===== src/rtl/sum_diff_accum.sv =====
// rtl/sum_diff_accum.sv - accumulates blocks of COUNT sum/diff samples with a valid/ready handshake on both sides
// The result is held in FULL until consumed; a sample arriving with the consume starts the next block with no bubble.
module sum_diff_accum #(
  parameter int WIDTH = 2,
  parameter int COUNT = 4,
  parameter int ACC_W = 4
) (
  input  logic             clk,
  input  logic             rst_n,
  input  logic [WIDTH-1:0] sum_in,
  input  logic [WIDTH-1:0] diff_in,
  input  logic             in_valid,
  output logic             in_ready,
  output logic [ACC_W-1:0] sum_acc,
  output logic [ACC_W-1:0] diff_acc,
  output logic             out_valid,
  input  logic             out_ready
);

  localparam int CNT_W = (COUNT > 1) ? $clog2(COUNT) : 1;
  localparam logic [CNT_W-1:0] LAST = CNT_W'(COUNT - 1);

  typedef enum logic {ST_ACC, ST_FULL} state_t;

  state_t           r_state, w_state_nxt;
  logic [CNT_W-1:0] r_cnt, w_cnt_nxt;
  logic [ACC_W-1:0] r_sum, r_diff, w_sum_nxt, w_diff_nxt;
  logic [ACC_W-1:0] w_sum_ext, w_diff_ext;

  assign w_sum_ext  = ACC_W'(sum_in);
  assign w_diff_ext = ACC_W'(diff_in);
  assign sum_acc    = r_sum;
  assign diff_acc   = r_diff;

  always_ff @(posedge clk or negedge rst_n) begin
    if (!rst_n) begin
      r_state <= ST_ACC;
      r_cnt   <= '0;
      r_sum   <= '0;
      r_diff  <= '0;
    end else begin
      r_state <= w_state_nxt;
      r_cnt   <= w_cnt_nxt;
      r_sum   <= w_sum_nxt;
      r_diff  <= w_diff_nxt;
    end
  end

  always_comb begin
    w_state_nxt = r_state;
    w_cnt_nxt   = r_cnt;
    w_sum_nxt   = r_sum;
    w_diff_nxt  = r_diff;
    in_ready    = 1'b1;
    out_valid   = 1'b0;
    case (r_state)
      ST_ACC: begin
        if (in_valid) begin
          w_sum_nxt  = r_sum + w_sum_ext;
          w_diff_nxt = r_diff + w_diff_ext;
          if (r_cnt == LAST) begin
            w_state_nxt = ST_FULL;
            w_cnt_nxt   = '0;
          end else begin
            w_cnt_nxt = r_cnt + CNT_W'(1);
          end
        end
      end
      ST_FULL: begin
        out_valid = 1'b1;
        in_ready  = out_ready;
        if (out_ready) begin
          // A sample taken together with the consume seeds the next block.
          if (in_valid) begin
            w_sum_nxt  = w_sum_ext;
            w_diff_nxt = w_diff_ext;
            if (COUNT == 1) begin
              w_state_nxt = ST_FULL;
              w_cnt_nxt   = '0;
            end else begin
              w_state_nxt = ST_ACC;
              w_cnt_nxt   = CNT_W'(1);
            end
          end else begin
            w_sum_nxt   = '0;
            w_diff_nxt  = '0;
            w_cnt_nxt   = '0;
            w_state_nxt = ST_ACC;
          end
        end
      end
      default: w_state_nxt = ST_ACC;
    endcase
  end

endmodule

===== config.mk =====
export PLATFORM = sky130hd
export DESIGN_NAME = sum_diff_accum
export DESIGN_NICKNAME = d
export VERILOG_FILES = /design/src/rtl/sum_diff_accum.sv
export SDC_FILE = /design/constraint.sdc
export NUM_CORES = 1
export LEC_CHECK = 0
export ABC_AREA = 1
export BUFFER_PORTS_ARGS = -buffer_cell sky130_fd_sc_hd__buf_2
export CAP_MARGIN = 0
export CORE_MARGIN = 3
export CORE_UTILIZATION = 45
export CTS_CLUSTER_DIAMETER = 120
export CTS_CLUSTER_SIZE = 25
export DETAILED_ROUTE_END_ITERATION = 6
export PLACE_DENSITY = 0.78
export SLEW_MARGIN = 20
export SYNTH_ARGS = -nofsm -noshare
export SYNTH_HDL_FRONTEND = slang
export SYNTH_SLANG_ARGS = --single-unit

===== constraint.sdc =====
create_clock -name clk -period 1.73 [get_ports clk]
set_clock_uncertainty 0.15 [all_clocks]
set_input_delay 0.0865 -clock clk [delete_from_list [all_inputs] [get_ports clk]]
set_output_delay 0.0865 -clock clk [all_outputs]
set_load 0.05 [all_outputs]

Word-level counts from Yosys, hierarchy flattened
Cells that the tools add are included.
W data, S select, Z words.
{ "totals": {"wordCells": 31, "rom_bits": 0, "mem_bits_rw": 0, "output_inout_bits": 10, "latch_bits": 0, "mem_count": 0, "register_bits": 11, "in_bits": 8} }
{ "op_classes": {"mux": 19, "order_cmp": 0, "bitwise_logic": 1, "multipliers": 0, "div_mod_pow": 0, "addsub": 3, "shifts": 0, "n_reduce_logical": 1, "n_eq_ne": 3} }
{ "ops": {"columns": ["operator", "count"], "rows": [
  ["$mux W4", 4],
  ["$pmux W4 S2", 2],
  ["$mux W2", 5],
  ["$add A4 B2 Y4", 2],
  ["$mux W1", 6],
  ["$ne A2 B2 Y1 const B", 2],
  ["$pmux W2 S2", 1],
  ["$add A2 B1 Y2 const B", 1],
  ["$eq A2 B2 Y1 const B", 1],
  ["$pmux W1 S2", 1],
  ["$reduce_and A2 Y1", 1],
  ["$not A1 Y1", 1]
]} }

Longest topological paths before layout
Gate-level depths: netlist (run 1).
{ "logic_depth": {"depth_word": 4, "ltp_mapped": 7, "depth_no_buf": 7} }

Worst setup path before layout (run 1)
No wires, ideal clock.
{ "synth_timing": {"path_kind": "register -> register", "from": "register r_sum[0], in the netlist sum_acc[0]", "to": "register r_sum[1], in the netlist sum_acc[1]", "t_arrival_ns": 1.608, "path_stages_with_launch": 7, "required_time_ns": 1.504, "period_less_slack_ns": 1.834, "slack_ns": -0.104, "n_path_buf": 0, "setup_ns": 0.076, "cell_sequence": "dfrtp_1 ha_1 inv_1 fa_1 o22ai_1 nand2_1 o21ai_1"} }
{ "synth_via": {"elab_chain_len": 3} }
{ "synth_rtl": {"columns": ["item", "line", "rtl"], "rows": [
  ["from (decl)", "27", "logic [ACC_W-1:0] r_sum, r_diff, w_sum_nxt, w_diff_nxt;"],
  ["from (signal assigned)", "44", "r_sum <= w_sum_nxt;"],
  ["$add A4 B2 Y4", "59", "w_sum_nxt = r_sum + w_sum_ext;"],
  ["$mux W4", "58", "if (in_valid) begin"],
  ["$pmux W4 S2", "56", "case (r_state)"]
]} }
Every way passes these cells. The select of a mux whose other input is x is not followed.
A chain may end at the register's enable or synchronous reset.

Final worst setup path (run 1)
{ "layout_timing": {"from": "input port sum_in[0]", "to": "register r_sum[1], in the netlist sum_acc[1]"} }
{ "layout_via": {"elab_chain_len": 3} }
{ "layout_rtl": {"columns": ["item", "line", "rtl"], "rows": [
  ["from (decl)", "10", "input logic [WIDTH-1:0] sum_in,"],
  ["$add A4 B2 Y4", "59", null],
  ["$mux W4", "58", null],
  ["$pmux W4 S2", "56", null]
]} }
Every way passes these cells. The select of a mux whose other input is x is not followed.

==> results.json, run 1 <==
{
  "status": "complete, no violations",
  "synth_area_leaders": "dfrtp_1, ha_1, nand2_1",
  "vdd_drop_max_v": 0.000879,
  "synth_cells": 77,
  "worstSkewPairLatency_ns": 0.27,
  "finalSetupTns_ns": 0,
  "max_cap_viol_count": 0,
  "layout_common_cells": "buf_2, nand2_1, nand3_1, dfrtp_1, inv_1",
  "stdcell_area_um2": 863,
  "dieArea_um2": 2020,
  "drtPass1Iterations": 4,
  "post_cts_buffers": 0,
  "cp_max_fo": 2,
  "antenna_cells": 0,
  "synth_top_cell_by_area": "dfrtp_1",
  "synth-seq-cells": 11,
  "finalWirelength_mm": 1.47,
  "max_freq_mhz": 606,
  "ys_seq_area_share_pct": 40.4,
  "power_mw": 1.70,
  "r2r_start": "diff_acc[0]",
  "syn_nets": 92,
  "fin_crit_ns": 1.65,
  "cts_sinks": 11,
  "arrival_ns": 1.70,
  "synth_top_area_share_pct": 40.4,
  "syn_area_per_cell_um2": 8.86,
  "maxSlewHeadroom_pct": 80.7,
  "wl_per_cell_um": 12.7,
  "cp-end-kind": "flip-flop",
  "syn-cell-area_um2": 682,
  "die_width_um": 44.9,
  "finalHoldViolations": 0,
  "drive_gt1_share_pct": 32.7,
  "antenna_found_initial": 0,
  "die_h_um": 44.9,
  "cts-root-buf": "clkbuf_4",
  "p_leak_nw": 0.445,
  "dp_hpwl_mm": 1.07,
  "power_density_nw_per_um2": 1960,
  "placed_cell_area_um2": 777,
  "nets": 117,
  "r2r_setup_slack_ns": 0.14,
  "drc": 0,
  "h-tree-depth": 1,
  "grt-ovfl-total": 0,
  "io_buffers": 17,
  "hp-class": "in2async",
  "grt_usage_pct": 16.5,
  "worst_slack_ns": 0.0786,
  "cts_buffer_depth": 2,
  "core_um2": 1370,
  "place_ws_ns": 0.110,
  "dr_total_vias": 587,
  "drv_slew": 0,
  "r2r_end": "diff_acc[1]",
  "setup_viol": 0,
  "fin_util_pct": 63.2,
  "syn_to_final_growth_pct": 26.6,
  "cp-start-kind": "input port",
  "cts_made_buffers": 3,
  "yosysUniqueCellTypes": 20,
  "rsz0062_at_grt": "false",
  "start_util_pct": 49.9,
  "cp-startpoint": "sum_in[0]",
  "critical_path.endpoint": "sum_acc[1]",
  "grt_pass1_vias": 575,
  "ant_nets": 0,
  "clk_pin_slew_ns": 0.08,
  "worst-slew-pin-transition_ns": 0.290,
  "initialDrtViolationCount": 6,
  "cp.required_ns": 1.78,
  "num_rows": 13,
  "grt_pass1_wl_mm": 2.43,
  "ff2ff_path_depth": 6,
  "path_class": "in2reg",
  "gp_congestion": 0.772,
  "yosys_warnings": 0,
  "grt_max_degree": 12,
  "avgViaCountPerCell": 5.06,
  "fin_crit_sh_pct": 95.5,
  "final_common_cell": "buf_2",
  "cts_tree": "yes",
  "io_pins": 18
}
==> final cells by class <==
class	instances	area [µm²]
Fill cell	103	503
Multi-Input combinational cell	54	367
Sequential cell	11	278
Timing Repair Buffer	21	130
Inverter	11	43.8
Clock buffer	4	26.3
Tap cell	15	18.8
==> state kept, by name, indices dropped and copies added, names as in the netlist <==
signal	flops
r_state	1
diff_acc	4
sum_acc	4
r_cnt	2
==> worst min-delay path by stage <==
stage               startpoint     endpoint  slack (ns)  depth (start not counted)
finish                   rst_n  diff_acc[2]        0.06                          2
global route             rst_n  diff_acc[2]        0.08                          2
CTS                      rst_n  diff_acc[2]        0.07                          2
detailed placement       rst_n  diff_acc[2]       -0.18                          1
global placement         rst_n  diff_acc[2]       -0.18                          1
floorplan                rst_n  diff_acc[0]       -0.36                          0
==> report_power, final <==
part,internal [mW],leakage [nW],switching [mW]
Combinational,0.302,0.298,0.700
Clock,0.0892,0.0150,0.0939
Sequential,0.387,0.132,0.123
==> synth_stat cells <==
cell type	instances
xor2_2	1
o22ai_1	2
ha_1	5
inv_2	1
xor2_1	1
nor2_1	4
o21ai_1	2
a21oi_1	4
inv_1	9
nand2_2	2
o21ai_0	3
nand4_1	1
nand3_1	9
nand2_1	15
dfrtp_1	11
fa_1	2
or2_4	1
nand2_4	2
buf_6	1
inv_4	1
==> critical path, stage by stage <==
cell and delay, ns:
dlygate4sd3_1 0.53, buf_2 0.13, ha_2 0.19, inv_2 0.05, fa_1 0.40, o22ai_1 0.16
nand2_1 0.07, o21ai_1 0.07
==> routing by layer <==
layer	GRT usage [%]	vias up	part of all wire [%]
li1	-	296	-
met1	19.8	277	45
met2	29.1	12	51
met3	3.59	2	2.4
met4	5.26	0	1.2
met5	0	-	0
==> stage by stage <==
stage / hold slack [ns] / cells
floorplan: -0.359 / 77
global placement: -0.182 / 108
detailed placement: -0.181 / 108
CTS: 0.0679 / 117
global route: 0.0837 / 116
finish: 0.0626 / 116
==> kinds of logic after synthesis <==
logic type / after synthesis / share of synthesized area [%]
adder cells (fa/ha/maj): 7 / 15.0
XOR/XNOR: 2 / 3.67
AO/OA/AOI/OAI: 11 / 8.44
AND/OR/NAND/NOR: 34 / 24.4
buffers and inverters: 12 / 8.07
flip-flops: 11 / 40.4
==> timing repair <==
item                       4_1_cts  5_1_grt
resized for setup                0        5
hold endpoints to repair        15        0
hold buffers                     5        0
setup endpoints to repair        0        2
No activity file was read; power rests on OpenSTA's default activity.
==> inputs of run 2 (changes only) <==
Settings changed: MAX_ROUTING_LAYER from default to met4, REMOVE_ABC_BUFFERS from default to 1.
==> run 2 against run 1 <==
  * Power is 1.4% lower
  * Flip-flop and latch count stayed put
  * Combinational power barely moved
  * Critical path depth unchanged
  * Register-to-register slack worse by 0.02 ns
  * Maximum frequency down 1.4%
  * Utilization grew 0.18 points
  * Global-route usage hardly changed
  * Routed wire length fell by 3.0%
  * Critical path type unchanged
==> results.json, run 2 (synthesis results as in run 1) <==
{
  "regArea_um2": 275,
  "setup_viol": 0,
  "final_common_cell": "buf_2",
  "cp_max_fo": 2,
  "nets": 119,
  "io_pins": 18,
  "power_mw": 1.67,
  "drc": 0,
  "cts_made_buffers": 3,
  "grt_pass1_wl_mm": 2.32,
  "finalWirelength_mm": 1.42,
  "wl_per_cell_um": 12.1,
  "max_cap_viol_count": 0,
  "ff2ff_path_depth": 3,
  "ant_nets": 0,
  "dp_hpwl_mm": 1.06,
  "r2r_setup_slack_ns": 0.12,
  "gp_congestion": 0.756,
  "cp.required_ns": 1.78,
  "dr_total_vias": 604,
  "antenna_found_initial": 0,
  "cp-start-kind": "input port",
  "cp-end-kind": "flip-flop",
  "h-tree-depth": 1,
  "finalHoldViolations": 0,
  "initialDrtViolationCount": 9,
  "cts_sinks": 11,
  "num-fill-cells": 126,
  "grt_usage_pct": 16.6,
  "hp-class": "in2async",
  "avgViaCountPerCell": 5.12,
  "r2r_start": "r_state",
  "grt-ovfl-total": 0,
  "placed_cell_area_um2": 774,
  "rsz0062_at_grt": "false",
  "worst-slew-pin-transition_ns": 0.325,
  "io_buffers": 17,
  "start_util_pct": 49.9,
  "grt_max_degree": 12,
  "power_density_nw_per_um2": 1930,
  "multi_input_area_um2": 357,
  "fin_crit_sh_pct": 96.8,
  "cts_buffer_depth": 2,
  "grt_pass1_vias": 575,
  "p_leak_nw": 0.452,
  "worstSkewPairLatency_ns": 0.27,
  "fin_crit_ns": 1.67,
  "antenna_cells": 0,
  "vdd_drop_max_v": 0.00104,
  "max_freq_mhz": 597,
  "drtPass1Iterations": 4,
  "dieArea_um2": 2020,
  "cts-root-buf": "clkbuf_4",
  "drive_gt1_share_pct": 29.1,
  "arrival_ns": 1.72,
  "die_h_um": 44.9,
  "r2r_end": "sum_acc[0]",
  "stdcell_area_um2": 866,
  "core_um2": 1370,
  "drv_slew": 0,
  "status": "complete, no violations",
  "cts_tree": "yes",
  "clk_pin_slew_ns": 0.07,
  "layout_common_cells": "buf_2, nand2_1, dfrtp_1, inv_1, nand3_1",
  "num_rows": 13,
  "syn_to_final_growth_pct": 27.0,
  "maxSlewHeadroom_pct": 78.3,
  "path_class": "in2reg",
  "die_width_um": 44.9
}
[run 2: area by class of cell]
| type | count | area share (%) |
|---|---|---|
| multi-input combinational | 54 | 41.2 |
| sequential | 11 | 31.8 |
| timing repair buffer | 23 | 16.8 |
| inverter | 11 | 5.06 |
| clock buffer | 4 | 3.03 |
| tap | 15 | 2.17 |
[run 2: where the power goes]
group	switching, mW	total, mW	internal, mW
registers	0.121	0.504	0.383
logic	0.698	0.991	0.293
clock network	0.0879	0.177	0.0892
[run 2: stage by stage]
step	hold slack [ns]	setup slack (ns)	setup TNS [ns]	util, %	std cells
2_1_floorplan	-0.359	-0.124	-0.374	-	76
5_1_grt	0.0960	0.00890	0	63.4	118
4_1_cts	0.0601	0.0581	0	63.0	118
3_5_place_dp	-0.180	0.143	0	56.7	108
3_3_place_gp	-0.181	0.184	0	56.7	108
6_report	0.0631	0.0556	0	63.4	118
[run 2: per-layer routing]
metal | GRT usage [%] | share of wire, %
met5 | - | 0
met4 | 7.60 | 1.8
met3 | 3.59 | 5.7
met2 | 26.8 | 51
met1 | 19.5 | 41
[run 2: worst max-delay path: stages]
cell           delay [ns]
dlygate4sd3_1        0.54
buf_2                0.14
ha_2                 0.18
inv_1                0.07
fa_1                 0.40
o22ai_1              0.18
nand2_1              0.07
o21ai_1              0.06
[run 2: worst max-delay path by stage]
| stage | from | cells past startpoint | to |
|---|---|---|---|
| after CTS | sum_in[0] | 8 | sum_acc[1] |
| after global placement | sum_acc[0] | 6 | sum_acc[1] |
| after global routing | sum_in[0] | 8 | sum_acc[1] |
| after floorplan | sum_acc[0] | 6 | sum_acc[1] |
| final | diff_in[0] | 8 | diff_acc[1] |
| after detailed placement | sum_acc[0] | 6 | sum_acc[1] |
[run 2: what timing repair did]
item / CTS / global route
hold buffers: 6 / 0
resized for setup: 0 / 2
endpoints found under the setup margin: 0 / 2
hold endpoints to repair: 15 / 0
buffers inserted: 0 / 0
